File: config.mk
export PLATFORM = sky130hd
export DESIGN_NAME = action_port
export DESIGN_NICKNAME = d
export VERILOG_FILES = /design/src/rtl/minesweeper_pkg.sv /design/src/rtl/btn_debounce.sv /design/src/rtl/action_port.sv
export SDC_FILE = /design/constraint.sdc
export NUM_CORES = 1
export LEC_CHECK = 0
export BUFFER_PORTS_ARGS = -buffer_cell sky130_fd_sc_hd__buf_2
export CAP_MARGIN = 15
export CORE_UTILIZATION = 55
export CTS_CLUSTER_SIZE = 24
export DETAILED_ROUTE_END_ITERATION = 12
export PLACE_DENSITY = 0.75
export SETUP_SLACK_MARGIN = 0.3
export SYNTH_ARGS = -nofsm -noshare
export SYNTH_HDL_FRONTEND = slang
export SYNTH_SLANG_ARGS = --single-unit
File: constraint.sdc
create_clock -name CLK -period 1.79 [get_ports CLK]
set_input_delay 0.358 -clock CLK [delete_from_list [all_inputs] [get_ports CLK]]
set_output_delay 0.358 -clock CLK [all_outputs]
set_load 0.03 [all_outputs]
File: src/rtl/minesweeper_pkg.sv
// ============================================================================
// minesweeper_pkg
// Shared action codes, action-word layout and handshake state encoding.
// Revision: 1.0
// ============================================================================
`default_nettype none

package minesweeper_pkg;

  localparam logic [2:0] CODE_NONE   = 3'd0;
  localparam logic [2:0] CODE_UP     = 3'd1;
  localparam logic [2:0] CODE_DOWN   = 3'd2;
  localparam logic [2:0] CODE_LEFT   = 3'd3;
  localparam logic [2:0] CODE_RIGHT  = 3'd4;
  localparam logic [2:0] CODE_REVEAL = 3'd5;
  localparam logic [2:0] CODE_FLAG   = 3'd6;

  localparam int ACTION_VALID_BIT = 7;

  typedef enum logic [1:0] {
    ST_IDLE    = 2'd0,
    ST_OFFER   = 2'd1,
    ST_RELEASE = 2'd2
  } action_state_t;

  // Lowest-numbered button wins when several presses land together.
  function automatic logic [2:0] press_code(input logic [5:0] presses);
    if (presses[0])      return CODE_UP;
    else if (presses[1]) return CODE_DOWN;
    else if (presses[2]) return CODE_LEFT;
    else if (presses[3]) return CODE_RIGHT;
    else if (presses[4]) return CODE_REVEAL;
    else if (presses[5]) return CODE_FLAG;
    else                 return CODE_NONE;
  endfunction

  function automatic logic [7:0] action_word(input logic [2:0] code);
    logic [7:0] word;
    word = '0;
    word[ACTION_VALID_BIT] = 1'b1;
    word[2:0] = code;
    return word;
  endfunction

endpackage

`default_nettype wire

File: src/rtl/btn_debounce.sv
// ============================================================================
// btn_debounce
// Two-flop synchroniser, stability-count debouncer and rising-edge press pulse.
// Revision: 1.0
// ============================================================================
`default_nettype none

module btn_debounce
  import minesweeper_pkg::*;
#(
  parameter int DEBOUNCE_CYCLES = 250000
) (
  input  logic clk,
  input  logic rst,
  input  logic btn_raw,
  output logic press
);

  localparam int CW = $clog2(DEBOUNCE_CYCLES + 1);

  logic          sync1;
  logic          sync2;
  logic          level;
  logic          level_d;
  logic [CW-1:0] cnt;

  always_ff @(posedge clk) begin
    if (rst) begin
      sync1   <= 1'b0;
      sync2   <= 1'b0;
      level   <= 1'b0;
      level_d <= 1'b0;
      cnt     <= '0;
    end else begin
      sync1   <= btn_raw;
      sync2   <= sync1;
      level_d <= level;
      // Any cycle where the input agrees with the accepted level restarts the count.
      if (sync2 != level) begin
        if (cnt == CW'(DEBOUNCE_CYCLES - 1)) begin
          level <= sync2;
          cnt   <= '0;
        end else begin
          cnt <= cnt + CW'(1);
        end
      end else begin
        cnt <= '0;
      end
    end
  end

  assign press = level & ~level_d;

endmodule

`default_nettype wire

File: src/rtl/action_port.sv
// ============================================================================
// action_port
// Debounced button presses queued and offered to the CPU over an ack handshake.
// Macro ACTION_FIFO_EN: FIFO_DEPTH-entry FIFO; otherwise one holding register.
// Revision: 1.0
// ============================================================================
`default_nettype none

module action_port
  import minesweeper_pkg::*;
#(
  parameter int DEBOUNCE_CYCLES = 250000,
  parameter int FIFO_DEPTH      = 4
) (
  input  logic       CLK,
  input  logic       RESET,
  input  logic [5:0] BTN,
  input  logic       ack_in,
  output logic [7:0] action,
  output logic       overflow
);

`ifdef ACTION_FIFO_EN
  localparam bit FIFO_EN = 1'b1;
`else
  localparam bit FIFO_EN = 1'b0;
`endif

  localparam int CAPACITY = FIFO_EN ? FIFO_DEPTH : 1;
  localparam int CW       = $clog2(CAPACITY + 1);

  logic [5:0]    presses;
  logic [2:0]    code;
  logic [2:0]    head;
  logic [CW-1:0] count;
  logic          push;
  logic          pop;
  logic          full;
  logic          accept;
  action_state_t state;

  for (genvar i = 0; i < 6; i++) begin : g_btn
    btn_debounce #(
      .DEBOUNCE_CYCLES(DEBOUNCE_CYCLES)
    ) u_debounce (
      .clk    (CLK),
      .rst    (RESET),
      .btn_raw(BTN[i]),
      .press  (presses[i])
    );
  end

  assign code   = press_code(presses);
  assign push   = (code != CODE_NONE);
  assign full   = (count == CW'(CAPACITY));
  assign pop    = (state == ST_IDLE) && (count != '0) && !ack_in;
  // A pop in the same cycle frees the slot the new code needs.
  assign accept = push && (!full || pop);

  always_ff @(posedge CLK) begin
    if (RESET) begin
      count    <= '0;
      overflow <= 1'b0;
    end else begin
      if (accept && !pop)      count <= count + CW'(1);
      else if (pop && !accept) count <= count - CW'(1);
      if (push && !accept)     overflow <= 1'b1;
    end
  end

  if (FIFO_EN) begin : g_fifo
    localparam int AW = $clog2(FIFO_DEPTH);
    logic [2:0]    mem [FIFO_DEPTH];
    logic [AW-1:0] wr_ptr;
    logic [AW-1:0] rd_ptr;

    always_ff @(posedge CLK) begin
      if (RESET) begin
        wr_ptr <= '0;
        rd_ptr <= '0;
      end else begin
        if (accept) begin
          mem[wr_ptr] <= code;
          wr_ptr      <= wr_ptr + AW'(1);
        end
        if (pop) rd_ptr <= rd_ptr + AW'(1);
      end
    end

    assign head = mem[rd_ptr];
  end else begin : g_hold
    logic [2:0] hold_code;

    always_ff @(posedge CLK) begin
      if (RESET)       hold_code <= '0;
      else if (accept) hold_code <= code;
    end

    assign head = hold_code;
  end

  always_ff @(posedge CLK) begin
    if (RESET) begin
      state  <= ST_IDLE;
      action <= 8'h00;
    end else begin
      case (state)
        ST_IDLE: begin
          if (pop) begin
            action <= action_word(head);
            state  <= ST_OFFER;
          end
        end
        ST_OFFER: begin
          if (ack_in) begin
            action <= 8'h00;
            state  <= ST_RELEASE;
          end
        end
        ST_RELEASE: begin
          if (!ack_in) state <= ST_IDLE;
        end
        default: begin
          action <= 8'h00;
          state  <= ST_IDLE;
        end
      endcase
    end
  end

endmodule

`default_nettype wire

==> summary.txt <==
DRC Markers: 0
H-tree levels: 4
Setup ws final: 0.0808 ns
Global Route met3 Usage: 0.0711
Remaining antenna violation count: 0
Hpwl dp: 8.17 mm
Slowest cell on crit path: dfxtp_4
Final Cycle Share: 0.955
Outcome: finished, final reports clean
Reg2Reg Launch Point: g_btn[0].u_debounce.cnt[4]$_SDFF_PP0_
#FFs+latches synth: 143
Global-route wire length before repair: 23.2 mm
GRT met2 Usage: 0.441
Pwr/cell area: 859 mW/mm^2
Routability cong.: 0.872
Slowest stage delay, CP: 0.36 ns
Crit path kind: register to register
Root Driver: clkbuf_16
Core area: 0.0109 sq mm
Switching share of power: 0.193
Hold Crit Class: primary input to register
Hold_buf cts: 0
# diodes: 0
Sequential area share after synthesis: 0.460
Reg2reg path depth: 8
VDD IR max: 1.08 mV
Combinational Power Share: 0.022
Endpoints failing hold: 0
Layout cells sized above 1: 0.364
Hold Path Depth: 2
Worst-case clock buffer depth: 2
Initial DRT Pass Iterations: 5
Vias in the first global route: 5,088
Min-delay src: BTN[1]
Sum Neg Setup Slack: 0 ns
Final Max Slew Viols: 0
Die Width: 108 um
Syn Inst Count: 700
Worst hold endpoint: g_btn[1].u_debounce.sync1$_SDFF_PP0_
Row count: 38
Routed WL: 15.2 mm
Synth Cell Area: 0.00622 sq mm
I/O Buffers: 13
Fin crit period: 1.71 ns
CTS tree: yes
Die ar.: 0.0117 sq mm
Total power: 7370 uW
Commonest non-fill, non-tap cells in the layout: dfxtp_1 (92), nor2_1 (73), xnor2_1 (72), buf_4 (59), nor2_2 (40)
Non-Filler Instances: 954
Critical Path RT: 2.10 ns
Distinct cells, synth: 55
Highest clock rate: 0.585 GHz
Internal power: 5950 uW
DP Worst Slack: 0.0892 ns
IO Count: 18
DR vias/cell: 5.74
Total number of vias: 5,476
Avg Cell Area, Syn: 8.89 sq um
Wire per inst: 15.9 um
Cells along the critical path: buf_6 -> nand3b_1 -> or3_4 -> o21ai_4 -> buf_6 -> buf_6 -> buf_12 -> a21oi_1
Clock skew: 0.00512 ns
Total clock sinks: 143
Element type at the critical path end: register
R2R Path End: g_btn[0].u_debounce.cnt[17]$_SDFF_PP0_
Critical path's most frequent cell: buf_6
Async S/R FF share, synth: 0
DP Cell Count: 870
Initial antenna violation count: 0
Sequential Power Share: 0.431
P&R area growth vs syn: 37.9%
GRT Util Overall: 0.254
Final hold slack: 0.146 ns
Die height: 108 um
Synth warn: 0
Cell family with most CP delay: simple AND/OR/NAND/NOR gates
Nets: 817
Total grt overflow: 0
Critical-path maximum fanout: 5
Nature of the critical path startpoint: register
Commonest non-fill, non-tap cell in the layout: dfxtp_1
Flop2flop setup slack: 0.08 ns
RSZ-0062 raised after global routing: true
Sw power: 1420 uW
Skew-Pair Late Insertion Delay: 0.43 ns
Met1 GRT Util: 0.287
Pin count of the biggest net entering global routing: 26
GR peak layer: met2
Max-cap check violation count: 0
Clock share of power: 0.546
P_leak: 0.00270 uW
Worst-path clk slew: 0.06 ns
Post-synth top flop: dfxtp_1
Data arrival, critical path: 2.02 ns
Initial Utilization: 0.569
CTS buffer count: 17
Initial drt markers: 377
Post-synth EDFFs: 0
Final setup vio count: 0
Crit path buf inv count: 4
-- state kept, by name, summed over array words and instances, names as in the netlist --
register                  cells
g_btn.u_debounce.level_d      6
g_hold.hold_code              3
count                         1
g_btn.u_debounce.sync2        6
g_btn.u_debounce.sync1        6
g_btn.u_debounce.cnt        108
g_btn.u_debounce.level        6
action                        4
overflow                      1
state                         2
-- repair_timing --
action / CTS / global route
buffers inserted: 32 / 13
endpoints found under the setup margin: 113 / 114
gates resized for setup: 78 / 81
hold endpoints to repair: 0 / 0
cloned: 7 / 1
pin swaps: 37 / 24
-- cells in the mapped netlist, types with 13 or more instances --
master | instances | area share
nand3_1 | 37 | 0.030
dfxtp_1 | 143 | 0.46
inv_1 | 25 | 0.015
nor3_1 | 22 | 0.018
o21ai_0 | 14 | 0.011
xnor2_1 | 72 | 0.10
a21oi_1 | 19 | 0.015
nand4_1 | 29 | 0.029
nor2b_1 | 26 | 0.026
xor2_1 | 19 | 0.027
nor4_1 | 29 | 0.029
or3_1 | 13 | 0.013
nand2_1 | 35 | 0.021
nor2_1 | 125 | 0.075
-- cells by family after synthesis --
| family | Yosys count | synth area share |
|---|---|---|
| DFF | 143 | 0.460 |
| other | 1 | 0.000603 |
| AOI/OAI and AO/OA | 58 | 0.0649 |
| xor gates and xnor gates | 91 | 0.128 |
| buffers and inverters | 41 | 0.0298 |
| muxes | 3 | 0.00523 |
| and+or+nand+nor | 357 | 0.299 |
| adders and majority gates | 6 | 0.0121 |
-- layout make-up --
cell class              instances  area (sq um)
clock buffers                  20           467
clock inverters                11           210
fillers                       631          2360
inverters                      25          93.8
multi-input cells             519          3740
flip-flops and latches        143          2980
well taps                     140           175
repair buffers                 96           917
-- stage by stage --
stage,util,cell area (sq um)
after floorplan,-,6470
after global placement,0.628,6870
after detailed placement,0.628,6870
after CTS,0.746,8160
after global routing,0.785,8580
final,0.785,8580
-- metal layers --
metal,part of all wire,up-vias
met2,0.51,143
met1,0.42,2650
met3,0.040,46
li1,-,2637
met5,0,-
met4,0.030,0
-- power groups by stage --
stage          Clock (uW)  Combinational [uW]  Sequential [uW]
2_1_floorplan           0                77.4             3270
3_3_place_gp            0                 105             3270
3_5_place_dp            0                 108             3270
4_1_cts              4070                 149             3190
5_1_grt              4210                 175             3180
6_report             4030                 164             3180
-- worst max-delay path by stage --
stage,startpoint,to,slack [ns],cells after the start
2_1_floorplan,g_btn[1].u_debounce.cnt[1]$_SDFF_PP0_,g_btn[1].u_debounce.cnt[0]$_SDFF_PP0_,0.1,6
3_3_place_gp,g_btn[4].u_debounce.cnt[13]$_SDFF_PP0_,g_btn[4].u_debounce.level$_SDFFE_PP0P_,0.12,4
3_5_place_dp,g_btn[3].u_debounce.cnt[0]$_SDFF_PP0_,g_btn[3].u_debounce.cnt[17]$_SDFF_PP0_,0.09,6
4_1_cts,g_btn[4].u_debounce.cnt[13]$_SDFF_PP0_,g_btn[4].u_debounce.level$_SDFFE_PP0P_,0.10,4
5_1_grt,g_btn[0].u_debounce.cnt[1]$_SDFF_PP0_,g_btn[0].u_debounce.cnt[17]$_SDFF_PP0_,0.02,8
6_report,g_btn[0].u_debounce.cnt[4]$_SDFF_PP0_,g_btn[0].u_debounce.cnt[17]$_SDFF_PP0_,0.08,8
Note: power is estimated with default switching activity, not from simulation.
